[src/rtl/lane_seq_gen2_if.sv]
// Instruction, VRF-read, exe, ext and VRF-write signals of one lane sequencer.
// The core side drives through the master modport and the sequencer sits on the slave modport.
interface lane_seq_gen2_if #(
  parameter int DATA_WIDTH = 32,
  parameter int ELEMS      = 4
);
  localparam int ELEM_B = $clog2(ELEMS);

  logic                  instr_valid_i;
  logic                  instr_ready_o;
  logic                  instr_piped_i;
  logic                  instr_ext_i;
  logic                  instr_vm_i;
  logic [ELEM_B:0]       vl_i;
  logic [ELEMS-1:0]      mask_bits_i;
  logic                  rd_req_o;
  logic                  rd_op_ready_i;
  logic                  exe_valid_o;
  logic [ELEM_B-1:0]     vs_elem_cnt_o;
  logic [DATA_WIDTH-1:0] alu_wdata_i;
  logic [ELEM_B-1:0]     ext_vs_elem_i;
  logic [ELEM_B-1:0]     ext_vd_elem_i;
  logic                  ext_wr_en_i;
  logic [DATA_WIDTH-1:0] ext_wdata_i;
  logic                  ext_done_i;
  logic                  wr_en_o;
  logic [ELEM_B-1:0]     vd_elem_cnt_o;
  logic [DATA_WIDTH-1:0] wdata_o;
  logic                  done_o;

  modport master (
    output instr_valid_i, instr_piped_i, instr_ext_i, instr_vm_i, vl_i, mask_bits_i,
           rd_op_ready_i, alu_wdata_i, ext_vs_elem_i, ext_vd_elem_i, ext_wr_en_i,
           ext_wdata_i, ext_done_i,
    input  instr_ready_o, rd_req_o, exe_valid_o, vs_elem_cnt_o, wr_en_o, vd_elem_cnt_o,
           wdata_o, done_o
  );

  modport slave (
    input  instr_valid_i, instr_piped_i, instr_ext_i, instr_vm_i, vl_i, mask_bits_i,
           rd_op_ready_i, alu_wdata_i, ext_vs_elem_i, ext_vd_elem_i, ext_wr_en_i,
           ext_wdata_i, ext_done_i,
    output instr_ready_o, rd_req_o, exe_valid_o, vs_elem_cnt_o, wr_en_o, vd_elem_cnt_o,
           wdata_o, done_o
  );
endinterface

[src/rtl/lane_seq_gen2.sv]
// Per-lane element sequencer: one instruction at a time, streams vl elements to the exe unit,
// tracks them through a latency-selectable delay line and issues masked VRF writebacks.
module lane_seq_gen2 #(
  parameter int DATA_WIDTH = 32,
  parameter int ELEMS      = 4,
  parameter int PIPE_ST    = 4
) (
  input  logic          clk_i,
  input  logic          reset_i,
  lane_seq_gen2_if.slave bus
);
  localparam int ELEM_B = $clog2(ELEMS);
  localparam logic [ELEM_B:0]   VL_MAX  = (ELEM_B+1)'(ELEMS);
  localparam logic [ELEM_B:0]   VL_ONE  = (ELEM_B+1)'(1);
  localparam logic [ELEM_B-1:0] IDX_ONE = ELEM_B'(1);

  typedef enum logic [2:0] {
    ST_IDLE,
    ST_READ,
    ST_EXE,
    ST_DRAIN,
    ST_EXT,
    ST_DONE
  } state_e;

  state_e                       state_q, state_d;
  logic                         piped_q, piped_d;
  logic                         ext_q, ext_d;
  logic                         vm_q, vm_d;
  logic [ELEM_B:0]              vl_q, vl_d;
  logic [ELEMS-1:0]             mask_q, mask_d;
  logic [ELEM_B-1:0]            issue_idx_q, issue_idx_d;
  logic [PIPE_ST-1:0]           dl_valid_q, dl_valid_d;
  logic [PIPE_ST-1:0][ELEM_B-1:0] dl_idx_q, dl_idx_d;

  logic              issue;
  logic              tap_valid;
  logic [ELEM_B-1:0] tap_idx;
  logic              alu_wr_en;
  logic              pending;

  // The tap stage is the last stage for piped ops and stage 0 otherwise; only stages in
  // front of the tap can still hold elements that have not been written back.
  always_comb begin
    tap_valid = piped_q ? dl_valid_q[PIPE_ST-1] : dl_valid_q[0];
    tap_idx   = piped_q ? dl_idx_q[PIPE_ST-1]   : dl_idx_q[0];
    alu_wr_en = tap_valid && (vm_q || mask_q[tap_idx]);
    pending   = piped_q && (|dl_valid_q[PIPE_ST-2:0]);
  end

  always_comb begin
    state_d     = state_q;
    piped_d     = piped_q;
    ext_d       = ext_q;
    vm_d        = vm_q;
    vl_d        = vl_q;
    mask_d      = mask_q;
    issue_idx_d = issue_idx_q;
    issue       = 1'b0;

    bus.instr_ready_o = 1'b0;
    bus.rd_req_o      = 1'b0;
    bus.exe_valid_o   = 1'b0;
    bus.vs_elem_cnt_o = '0;
    bus.done_o        = 1'b0;

    case (state_q)
      ST_IDLE: begin
        bus.instr_ready_o = 1'b1;
        if (bus.instr_valid_i) begin
          piped_d     = bus.instr_piped_i;
          ext_d       = bus.instr_ext_i;
          vm_d        = bus.instr_vm_i;
          mask_d      = bus.mask_bits_i;
          vl_d        = (bus.vl_i > VL_MAX) ? VL_MAX : bus.vl_i;
          issue_idx_d = '0;
          state_d     = (bus.vl_i == '0) ? ST_DONE : ST_READ;
        end
      end
      ST_READ: begin
        bus.rd_req_o = 1'b1;
        if (bus.rd_op_ready_i) begin
          state_d = ext_q ? ST_EXT : ST_EXE;
        end
      end
      ST_EXE: begin
        issue             = 1'b1;
        bus.exe_valid_o   = 1'b1;
        bus.vs_elem_cnt_o = issue_idx_q;
        issue_idx_d       = issue_idx_q + IDX_ONE;
        if ({1'b0, issue_idx_q} == (vl_q - VL_ONE)) begin
          issue_idx_d = '0;
          state_d     = ST_DRAIN;
        end
      end
      ST_DRAIN: begin
        if (!pending) begin
          state_d = ST_DONE;
        end
      end
      ST_EXT: begin
        bus.vs_elem_cnt_o = bus.ext_vs_elem_i;
        if (bus.ext_done_i) begin
          state_d = ST_DONE;
        end
      end
      ST_DONE: begin
        bus.done_o = 1'b1;
        state_d    = ST_IDLE;
      end
      default: begin
        state_d = ST_IDLE;
      end
    endcase
  end

  // ALU ops never advance valid past stage 0, so the line empties as soon as the tap is written.
  always_comb begin
    dl_valid_d    = '0;
    dl_idx_d      = '0;
    dl_valid_d[0] = issue;
    dl_idx_d[0]   = issue_idx_q;
    for (int i = 1; i < PIPE_ST; i++) begin
      dl_valid_d[i] = dl_valid_q[i-1] && piped_q;
      dl_idx_d[i]   = dl_idx_q[i-1];
    end
  end

  always_comb begin
    if (state_q == ST_EXT) begin
      bus.wr_en_o       = bus.ext_wr_en_i;
      bus.vd_elem_cnt_o = bus.ext_vd_elem_i;
      bus.wdata_o       = bus.ext_wdata_i;
    end else begin
      bus.wr_en_o       = alu_wr_en;
      bus.vd_elem_cnt_o = tap_valid ? tap_idx : '0;
      bus.wdata_o       = alu_wr_en ? bus.alu_wdata_i : '0;
    end
  end

  always_ff @(posedge clk_i) begin
    if (reset_i) begin
      state_q     <= ST_IDLE;
      piped_q     <= 1'b0;
      ext_q       <= 1'b0;
      vm_q        <= 1'b0;
      vl_q        <= '0;
      mask_q      <= '0;
      issue_idx_q <= '0;
      dl_valid_q  <= '0;
      dl_idx_q    <= '0;
    end else begin
      state_q     <= state_d;
      piped_q     <= piped_d;
      ext_q       <= ext_d;
      vm_q        <= vm_d;
      vl_q        <= vl_d;
      mask_q      <= mask_d;
      issue_idx_q <= issue_idx_d;
      dl_valid_q  <= dl_valid_d;
      dl_idx_q    <= dl_idx_d;
    end
  end
endmodule

[src/flat_wrapper.sv]
// flat-port wrapper written by rule: the top's interface ports become plain ports
module lane_seq_gen2_flat 
#(
  parameter int DATA_WIDTH = 32,
  parameter int ELEMS      = 4,
  parameter int PIPE_ST    = 4
)
  (clk_i, reset_i, bus_instr_valid_i, bus_instr_piped_i, bus_instr_ext_i, bus_instr_vm_i, bus_vl_i, bus_mask_bits_i, bus_rd_op_ready_i, bus_alu_wdata_i, bus_ext_vs_elem_i, bus_ext_vd_elem_i, bus_ext_wr_en_i, bus_ext_wdata_i, bus_ext_done_i, bus_instr_ready_o, bus_rd_req_o, bus_exe_valid_o, bus_vs_elem_cnt_o, bus_wr_en_o, bus_vd_elem_cnt_o, bus_wdata_o, bus_done_o);
  lane_seq_gen2_if #(.DATA_WIDTH(DATA_WIDTH), .ELEMS(ELEMS)) bus_i ();
  input  logic clk_i;
  input  logic reset_i;
  input wire logic [$bits(bus_i.instr_valid_i)-1:0] bus_instr_valid_i;
  input wire logic [$bits(bus_i.instr_piped_i)-1:0] bus_instr_piped_i;
  input wire logic [$bits(bus_i.instr_ext_i)-1:0] bus_instr_ext_i;
  input wire logic [$bits(bus_i.instr_vm_i)-1:0] bus_instr_vm_i;
  input wire logic [$bits(bus_i.vl_i)-1:0] bus_vl_i;
  input wire logic [$bits(bus_i.mask_bits_i)-1:0] bus_mask_bits_i;
  input wire logic [$bits(bus_i.rd_op_ready_i)-1:0] bus_rd_op_ready_i;
  input wire logic [$bits(bus_i.alu_wdata_i)-1:0] bus_alu_wdata_i;
  input wire logic [$bits(bus_i.ext_vs_elem_i)-1:0] bus_ext_vs_elem_i;
  input wire logic [$bits(bus_i.ext_vd_elem_i)-1:0] bus_ext_vd_elem_i;
  input wire logic [$bits(bus_i.ext_wr_en_i)-1:0] bus_ext_wr_en_i;
  input wire logic [$bits(bus_i.ext_wdata_i)-1:0] bus_ext_wdata_i;
  input wire logic [$bits(bus_i.ext_done_i)-1:0] bus_ext_done_i;
  output wire logic [$bits(bus_i.instr_ready_o)-1:0] bus_instr_ready_o;
  output wire logic [$bits(bus_i.rd_req_o)-1:0] bus_rd_req_o;
  output wire logic [$bits(bus_i.exe_valid_o)-1:0] bus_exe_valid_o;
  output wire logic [$bits(bus_i.vs_elem_cnt_o)-1:0] bus_vs_elem_cnt_o;
  output wire logic [$bits(bus_i.wr_en_o)-1:0] bus_wr_en_o;
  output wire logic [$bits(bus_i.vd_elem_cnt_o)-1:0] bus_vd_elem_cnt_o;
  output wire logic [$bits(bus_i.wdata_o)-1:0] bus_wdata_o;
  output wire logic [$bits(bus_i.done_o)-1:0] bus_done_o;
  assign bus_i.instr_valid_i = bus_instr_valid_i;
  assign bus_i.instr_piped_i = bus_instr_piped_i;
  assign bus_i.instr_ext_i = bus_instr_ext_i;
  assign bus_i.instr_vm_i = bus_instr_vm_i;
  assign bus_i.vl_i = bus_vl_i;
  assign bus_i.mask_bits_i = bus_mask_bits_i;
  assign bus_i.rd_op_ready_i = bus_rd_op_ready_i;
  assign bus_i.alu_wdata_i = bus_alu_wdata_i;
  assign bus_i.ext_vs_elem_i = bus_ext_vs_elem_i;
  assign bus_i.ext_vd_elem_i = bus_ext_vd_elem_i;
  assign bus_i.ext_wr_en_i = bus_ext_wr_en_i;
  assign bus_i.ext_wdata_i = bus_ext_wdata_i;
  assign bus_i.ext_done_i = bus_ext_done_i;
  assign bus_instr_ready_o = bus_i.instr_ready_o;
  assign bus_rd_req_o = bus_i.rd_req_o;
  assign bus_exe_valid_o = bus_i.exe_valid_o;
  assign bus_vs_elem_cnt_o = bus_i.vs_elem_cnt_o;
  assign bus_wr_en_o = bus_i.wr_en_o;
  assign bus_vd_elem_cnt_o = bus_i.vd_elem_cnt_o;
  assign bus_wdata_o = bus_i.wdata_o;
  assign bus_done_o = bus_i.done_o;
  lane_seq_gen2 #(.DATA_WIDTH(DATA_WIDTH), .ELEMS(ELEMS), .PIPE_ST(PIPE_ST)) u_core (.clk_i(clk_i), .reset_i(reset_i), .bus(bus_i));
endmodule
[config.mk]
export PLATFORM = sky130hd
export DESIGN_NAME = lane_seq_gen2_flat
export DESIGN_NICKNAME = d
export VERILOG_FILES = /design/src/rtl/lane_seq_gen2_if.sv /design/src/rtl/lane_seq_gen2.sv /design/src/flat_wrapper.sv
export SDC_FILE = /design/constraint.sdc
export NUM_CORES = 1
export LEC_CHECK = 0
export BUFFER_PORTS_ARGS = -buffer_cell sky130_fd_sc_hd__buf_4
export CAP_MARGIN = 20
export CORE_ASPECT_RATIO = 0.75
export CORE_UTILIZATION = 30
export CTS_CLUSTER_DIAMETER = 40
export DETAILED_ROUTE_END_ITERATION = 10
export SKIP_CTS_REPAIR_TIMING = 1
export SLEW_MARGIN = 10
export SYNTH_ARGS = -nofsm -noshare
export SYNTH_HDL_FRONTEND = slang
export SYNTH_SLANG_ARGS = --single-unit
[constraint.sdc]
create_clock -name clk_i -period 1.8 [get_ports clk_i]
set_clock_uncertainty 0.1 [all_clocks]
set_input_delay 0.36 -clock clk_i [delete_from_list [all_inputs] [get_ports clk_i]]
set_output_delay 0.36 -clock clk_i [all_outputs]
set_load 0.005 [all_outputs]
# Word-level counts from Yosys, hierarchy flattened
# Cells that the tools add are included.
dict set report word_totals {
  inputBits 84
  output_inout_bits 41
  ff_bits 27
}
dict set report classes {
  addsub 2
  order_cmp 2
  n_eq_ne 11
  n_mux 26
  n_reduce_logical 13
}
# operator n
set op_table {}
lappend op_table {{$mux W32} 2}
lappend op_table {{$mux W3} 8}
lappend op_table {{$pmux W3 S5} 1}
lappend op_table {{$mux W2} 5}
lappend op_table {{$ne A2 B2 Y1 const B} 4}
lappend op_table {{$pmux W2 S2} 2}
lappend op_table {{$mux W1} 7}
lappend op_table {{$eq A3 B2 Y1 const B} 2}
lappend op_table {{$eq A3 B3 Y1 const B} 2}
lappend op_table {{$logic_not A3 Y1} 2}
lappend op_table {{$logic_and A1 B1 Y1} 5}
lappend op_table {{$reduce_and A5 Y1} 1}
lappend op_table {{$reduce_and A2 Y1} 2}
lappend op_table {{$eq A2 B3 Y1} 1}
lappend op_table {{$eq A3 B1 Y1 const B} 1}
lappend op_table {{$gt A3 B3 Y1 const B} 1}
lappend op_table {{$lt A2 B3 Y1 const B} 1}
lappend op_table {{$reduce_or A3 Y1} 1}
lappend op_table {{$sub A3 B1 Y3 const B} 1}
lappend op_table {{$add A2 B1 Y2 const B} 1}
lappend op_table {{$bmux W1 S2} 1}
lappend op_table {{$ne A2 B1 Y1 const B} 1}
lappend op_table {{$reduce_bool A2 Y1} 1}
lappend op_table {{$logic_or A1 B1 Y1} 1}

# Depth between registers and ports, before layout
# Gate-level depths: netlist of the first run.
dict set report depth {
  word_depth 7
  depth_mapped 6
}

# Least setup slack after synthesis of the first run
# OpenSTA, ideal clock, no wires.
dict set report synth_path {
  path_kind {flip-flop to output port}
  startpoint {register u_core.piped_q}
  endpoint {output port bus_wdata_o[10]}
  path_stages_with_launch 7
  setup_slack_ns -0.121
  arrival_ns 1.461
  required_ns 1.340
  n_path_buf 2
  path_cell_list {dfxtp_1 -> buf_6 -> mux2i_1 -> nand2b_1 -> a221oi_4 -> buf_6 -> o21ai_2}
}
dict set report synth_between {
  elab_chain_len 7
  word_cells_on_any_way 8
  classes_between {mux (6); reduce/logical (2)}
}
# element line
set synth_rtl {}
lappend synth_rtl {{start, declared} lane_seq_gen2.sv:27} ;# logic piped_q, piped_d;
lappend synth_rtl {{start signal, assigned} lane_seq_gen2.sv:154} ;# piped_q <= piped_d;
lappend synth_rtl {{$mux W2} lane_seq_gen2.sv:46} ;# tap_idx = piped_q ? dl_idx_q[PIPE_ST-1] : dl_idx_q[0];
lappend synth_rtl {{$bmux W1 S2} lane_seq_gen2.sv:47} ;# alu_wr_en = tap_valid && (vm_q || mask_q[tap_idx]);
lappend synth_rtl {{$mux W1 (not written as such)} lane_seq_gen2.sv:47}
lappend synth_rtl {{$logic_or A1 B1 Y1} lane_seq_gen2.sv:47}
lappend synth_rtl {{$logic_and A1 B1 Y1 (*)} lane_seq_gen2.sv:47}
lappend synth_rtl {{$mux W32 (*)} lane_seq_gen2.sv:137} ;# bus.wdata_o = alu_wr_en ? bus.alu_wdata_i : '0;
lappend synth_rtl {{$mux W32 (*)} lane_seq_gen2.sv:130} ;# if (state_q == ST_EXT) begin
lappend synth_rtl {{end, declared} flat_wrapper.sv:31} ;# output wire logic [$bits(bus_i.wdata_o)-1:0] bus_wdata_o;
# Every way passes the cells marked *; elsewhere a longest branch is shown, timed or not. The select of a mux whose other input is x is not followed.

# Worst setup path in the final report of the first run
dict set report layout_path {
  startpoint {register u_core.piped_q}
  endpoint {output port bus_wdata_o[21]}
}
# Same word-level chain as after synthesis.

==> results.md, run 1 <==
* Status: finished with violations
* Failing checks: negative setup slack
* # port buffers at 124
* Syn_nets at 336
* RSZ-0062 raised after global routing: yes
* Synth area leader: dfxtp_1
* Worst hold path class: input pin to flop
* DR WL/cell at 12.4 µm
* Initial core utilization at 31.1%
* Critical path type: flop to primary output
* Slew headroom at 76.2%
* Commonest non-fill, non-tap cell in the layout: buf_4
* Fin util at 54.9%
* Most frequent CP cell: buf_12
* Footprint of the multi-input gates at 0.00119 mm²
* CTS buffer count at 3
* Clk slew on worst S/H paths at 0.09 ns
* CP max FO at 14
* Vias per Instance at 4.43
* DRC Markers at 0
* Clock network latency to the later pin of the worst-skew pair at 0.27 ns
* PwrDens at 562 mW/mm²
* Routed WL at 5.85 mm
* I/O pin count at 125
* Max Cap Viol at 0
* Cells after synthesis at 251
* Period utilisation layout at 130%
* Core Area at 0.00580 mm²
* All-Layer GR Usage at 17.2%
* Critical Path Max Stage Delay at 0.37 ns
* Commonest cells after routing, fill and taps aside: 144 x buf_4, 85 x nand2_1, 31 x o21ai_2
* Standard-cell rows at 24
* Measured slew at the worst slew-check pin at 0.353 ns
* YS warnings at 0
* Simple-gate share of the synthesized area at 31.1%
* Synth area leaders: dfxtp_1 30%, nand2_1 18%, o21ai_2 15%, a21oi_1 3.9%, nor2b_1 3.8%
* Seq/Total Area, Yosys at 30.0%
* H-tree depth at 1
* Hold Vio Cnt, Final at 0
* Routability cong. at 0.765
* Arrival time worst endpoint at 1.88 ns
* Synthesized area at 0.00180 mm²
* Fillers at 588
* CP required at 1.34 ns
* Multiplexer share of the synthesized area at 2.22%
* Number of synthesized register bits at 27
* Max rail drop VDD at 0.555 mV
* Die Footprint at 0.00633 mm²
* Via count at 2091
* Post-synth cell types at 37
* Crit path cell chain: mux2i_4 -> or2_4 -> a221oi_4 -> buf_12 -> buf_12 -> o21ai_2 -> buf_4
* Startpoint Class: flop
* Post-Place Worst Slack at -0.370 ns
* Max-slew violations at 0
* Clock sink count at 27
* Final WS setup at -0.537 ns
* DIE WIDTH at 91.5 µm
* Layout cells sized above 1 at 52.8%
* First-pass GRT wire length at 9.00 mm
* Initial antenna violation count at 0
* DRT Pass-1 Iters at 6
* Die Span Y at 69.2 µm
* Net count, final at 480
* Leakage power at 0.00141 µW
* Hpwl dp at 4.38 mm
* Layout area overhead at 76.3%
* XOR/XNOR share of the synthesized area at 1.46%
* Synth Area in Compound Gates at 27.8%
* Worst Setup End Kind: primary output
* Clk buf depth at 2
* Largest family of logic cells by synthesized area: simple AND/OR/NAND/NOR gates
* # diodes at 0
* Post-DRT Antenna Nets at 0
* Area share of the largest cell type after synthesis at 30.0%
* Grt total ovfl at 0
* Fmax at 428 MHz
* Final setup viols at 38
* Number of global-route vias before repair at 1882
* Reg area at 553 µm²
* Adder-Cell Fraction of Synth Area at 0.693%
* CTS tree: yes
* Initial DRC count at 83
* Largest net degree at the start of global routing at 38
* CP max stage cell: dfxtp_4
* Syn Area/Cell at 7.19 µm²
* Root Driver: clkbuf_8
* Fin crit period at 2.34 ns
## power breakdown
group          total (µW)  leakage, µW  internal (µW)  switching, µW
Clock                 341    0.0000228            159            182
Sequential            671     0.000223            637           34.4
Combinational         777      0.00117            437            340
## area by class of cell
type                       count  share of cell area, %
tap                           78                   3.07
sequential                    27                   17.4
clock buffer                   4                   1.42
multi-input combinational    201                   37.6
inverter                       6                  0.787
timing repair buffer         156                   39.8
## cell usage after synthesis (all sizes together)
cell type,n
nand2,86
o21ai,40
dfxtp,27
a21oi,14
nor2b,11
buf,10
nor2,8
clkbuf,7
inv,6
and2,4
mux2i,4
nand2b,3
nor3b,3
a211oi,2
a22o,2
a31oi,2
nand3b,2
nor3,2
o211ai,2
xor2,2
a221oi,1
a22oi,1
and3,1
ha,1
nand3,1
nand4,1
nor4,1
o31a,1
o31ai,1
o32ai,1
or2,1
or2b,1
or3b,1
xnor2,1
## flip-flops by register name (all words and copies together) (netlist names)
register / count
u_core.dl_idx_d: 6
u_core.dl_idx_q: 2
u_core.dl_valid_q: 4
u_core.ext_q: 1
u_core.issue_idx_q: 2
u_core.mask_q: 4
u_core.piped_q: 1
u_core.state_q: 3
u_core.vl_q: 3
u_core.vm_q: 1
## worst max-delay path: cells and delay by family (launching register included)
family,cells,cell delay [ns]
and+or+nand+nor,1,0.24
AOI/OAI and AO/OA,2,0.34
muxes,1,0.19
buffers and inverters,3,0.45
DFF,1,0.37
## metrics by stage
stage,instances,instance area (µm²),TNS [ns],total power (µW),hold WS (ns)
finish,472,3180,-17.62,1790,0.225
global route,472,3180,-20.40,1900,0.230
CTS,459,2970,-21.41,1680,0.229
detailed placement,455,2930,-10.39,1360,0.326
global placement,455,2930,-7.63,1350,0.317
floorplan,251,1810,-2.34,1020,0.314
## logic make-up (layout without fill, tap and decap cells)
logic type	Yosys count	after routing
adders and majority gates	1	1
muxes	4	4
xor gates and xnor gates	3	3
AOI/OAI and AO/OA	67	67
DFF	27	27
buffers and inverters	23	166
and+or+nand+nor	126	126
## worst paths after layout
check	startpoint	end	slack (ns)	cells past startpoint
worst min register to register	u_core.dl_idx_d[5]$_SDFF_PP0_	u_core.dl_idx_d[7]$_SDFF_PP0_	0.34	1
worst max-delay path	u_core.piped_q$_SDFFE_PP0P_	bus_wdata_o[21]	-0.54	7
worst max register to register	u_core.state_q[0]$_SDFFE_PP0P_	u_core.issue_idx_q[1]$_SDFFE_PP0P_	0.16	6
worst min-delay path	bus_mask_bits_i[2]	u_core.mask_q[2]$_SDFFE_PP0P_	0.23	3
## metal layers
metal	routed length, µm	up-vias	GRT usage (%)	share of wire (%)
met2	2710	44	28.5	46
met1	2820	915	23.8	48
met5	0	-	0	0
li1	-	1124	-	-
met4	55	0	3.35	0.94
met3	256	8	2.65	4.4
No activity file was read; power rests on OpenSTA's default activity.
==> inputs of run 2 (changes only) <==
--- a/config.mk
+++ b/config.mk
@@ -11,6 +11,7 @@
 export CORE_UTILIZATION = 30
 export CTS_CLUSTER_DIAMETER = 40
 export DETAILED_ROUTE_END_ITERATION = 10
+export PLACE_DENSITY_LB_ADDON = 0.12
 export SKIP_CTS_REPAIR_TIMING = 1
 export SLEW_MARGIN = 10
 export SYNTH_ARGS = -nofsm -noshare
==> run 2 against run 1 <==
Critical path type unchanged; critical endpoint is now bus_wdata_o[16]; via count increased by 1.1%; first-iteration DRC count decreased by 24%; cell count down 0.85%; flip-flop and latch count did not move; core utilization grew 0.26 points; the flow still finishes with violations (negative setup slack).
==> results.md, run 2 (synthesis gave the netlist of run 1 again) <==
* Hpwl dp at 4.44 mm (+1.4%)
* CTS buffer count at 3 (unchanged)
* FF-to-FF path depth at 5 (-1)
* Top Metal Used: met4
* Hold_sp: bus_instr_vm_i
* Grt total ovfl at 0 (unchanged)
* RSZ-0062 raised after global routing: yes
* Hold path depth at 3 (unchanged)
* Die Footprint at 0.00633 mm² (unchanged)
* Crit path cell chain: mux2i_2 -> nand2b_1 -> a221oi_4 -> buf_12 -> clkbuf_16 -> o21ai_2 -> buf_4
* Final setup viols at 37 (-2.6%)
* Routed WL at 5.82 mm (-0.46%)
* Met2 WL at 2.69 mm (-1.0%)
* # diodes at 0 (unchanged)
* Clock network latency to the later pin of the worst-skew pair at 0.27 ns (about the same)
* Non-Filler Instances at 468 (-0.85%)
* CTS tree: yes
* Commonest non-fill, non-tap cell in the layout: buf_4
* Levels on crit path at 7 (unchanged)
* Status: finished with violations
* Net count, final at 476 (-0.83%)
* Delay-heaviest family, CP: buffers and inverters
* Clk buf depth at 2 (unchanged)
* Final Power at 1790 µW (+0.15%)
* Smallest hold slack at 0.228 ns (+0.00268 ns)
* Fin crit period at 2.31 ns (-0.0306 ns)
* DR WL/cell at 12.4 µm (+0.39%)
* CP required at 1.34 ns (about the same)
* Root Driver: clkbuf_8
* Initial antenna violation count at 0 (unchanged)
* Critical Path Max Stage Delay at 0.35 ns (-0.02 ns)
* Standard-cell rows at 24 (unchanged)
* H-tree depth at 1 (unchanged)
* Core Area at 0.00580 mm² (unchanged)
* Post-Place Cell Area at 0.00297 mm² (+1.4%)
* Arrival time worst endpoint at 1.85 ns (-0.03 ns)
* Largest net degree at the start of global routing at 26 (-32%)
* PwrDens at 561 mW/mm² (-0.32%)
* First-pass GRT wire length at 9.06 mm (+0.69%)
* DIE WIDTH at 91.5 µm (unchanged)
* I/O pin count at 125 (unchanged)
* Vias per Instance at 4.52 (+2.0%)
* Layout cells sized above 1 at 51.5% (-1.3 points)
* Hold Vio Cnt, Final at 0 (unchanged)
* Post-DRT Antenna Nets at 0 (unchanged)
* Clock sink count at 27 (unchanged)
* Critical path type: flop to primary output
* Startpoint Class: flop
* All-Layer GR Usage at 17.4% (+0.12 points)
* Max Cap Viol at 0 (unchanged)
* Number of global-route vias before repair at 1872 (-0.53%)
* Metal-1 WL at 2.75 mm (-2.6%)
* Metal3 WL at 272 µm (+6.3%)
* CP max stage cell: dfxtp_2
* Fmax at 434 MHz (+1.3%)
* Failing checks: negative setup slack
* Initial DRC count at 63 (-24%)
* Crit path from: u_core.piped_q$_SDFFE_PP0P_
* Post-route design area at 0.00320 mm² (+0.47%)
* CP max FO at 11 (-3)
* Commonest cells after routing, fill and taps aside: 140 x buf_4, 86 x nand2_1, 31 x o21ai_2
* Routability cong. at 0.777 (+1.7%)
* Flip-flop count of the largest register after layout at 6 (unchanged)
* Inst Count DP at 457 (+0.44%)
* Clk slew on worst S/H paths at 0.09 ns (about the same)
* Max-slew violations at 0 (unchanged)
* Slew headroom at 74.5% (-1.7 points)
* Via count at 2115 (+1.1%)
* Final WS setup at -0.506 ns (+0.0306 ns)
* Post-Place Worst Slack at -0.281 ns (+0.0889 ns)
* FF-to-FF Start: u_core.state_q[1]$_SDFFE_PP0P_
* Worst hold path class: input pin to flop
* DRC Markers at 0 (unchanged)
* Initial core utilization at 31.1% (unchanged)
* Worst Setup End Kind: primary output
* Die Span Y at 69.2 µm (unchanged)
* Max rail drop VDD at 0.501 mV (-9.8%)
* Measured slew at the worst slew-check pin at 0.382 ns (+0.0284 ns)
* Layout area overhead at 77.1%
* Period utilisation layout at 128% (-1.7 points)
* DRT Pass-1 Iters at 4 (-2)
* # port buffers at 124 (unchanged)
* CP Buf/Inv Count at 3 (unchanged)
* Leakage power at 0.00141 µW (-0.10%)
-- run 2: cell count changes in the layout (fill, tap and decap cells not counted), moves of 2 or more --
cell	previous run	this run
clkbuf_16	1	3
buf_6	7	3
dfxtp_1	21	23
buf_4	144	140
-- run 2: worst min-delay path: stages --
cell	delay, ns
buf_4	0.11
nand2_1	0.04
a21oi_1	0.05
-- run 2: power breakdown --
| part | internal, µW | switching, µW |
|---|---|---|
| combinational | 435 | 340 |
| clock | 159 | 187 |
| sequential | 636 | 35.2 |
-- run 2: final cells by class --
cell class	count	area [µm²]
Tap cell	78	97.6
Sequential cell	27	548
Fill cell	566	2600
Timing Repair Buffer	152	1290
Clock buffer	4	45.0
Inverter	6	25.0
Multi-Input combinational cell	201	1190
-- run 2: metal layers --
layer	vias up	GRT usage, %
met5	-	0
met4	0	4.94
met3	16	4.08
met2	48	28.0
met1	931	23.1
li1	1120	-
-- run 2: metrics by stage --
| step | util [%] | setup TNS [ns] |
|---|---|---|
| after global placement | 51.2 | -7.60 |
| after detailed placement | 51.2 | -8.34 |
| after global routing | 55.1 | -20.38 |
| after CTS | 51.9 | -20.00 |
| after floorplan | - | -2.34 |
| final | 55.1 | -16.22 |
-- run 2: final timing paths --
path         slack [ns]                            endpoint
min reg2reg        0.34       u_core.dl_idx_q[6]$_SDFF_PP0_
max reg2reg        0.23  u_core.issue_idx_q[1]$_SDFFE_PP0P_
min                0.23            u_core.vm_q$_SDFFE_PP0P_
max               -0.51                     bus_wdata_o[16]
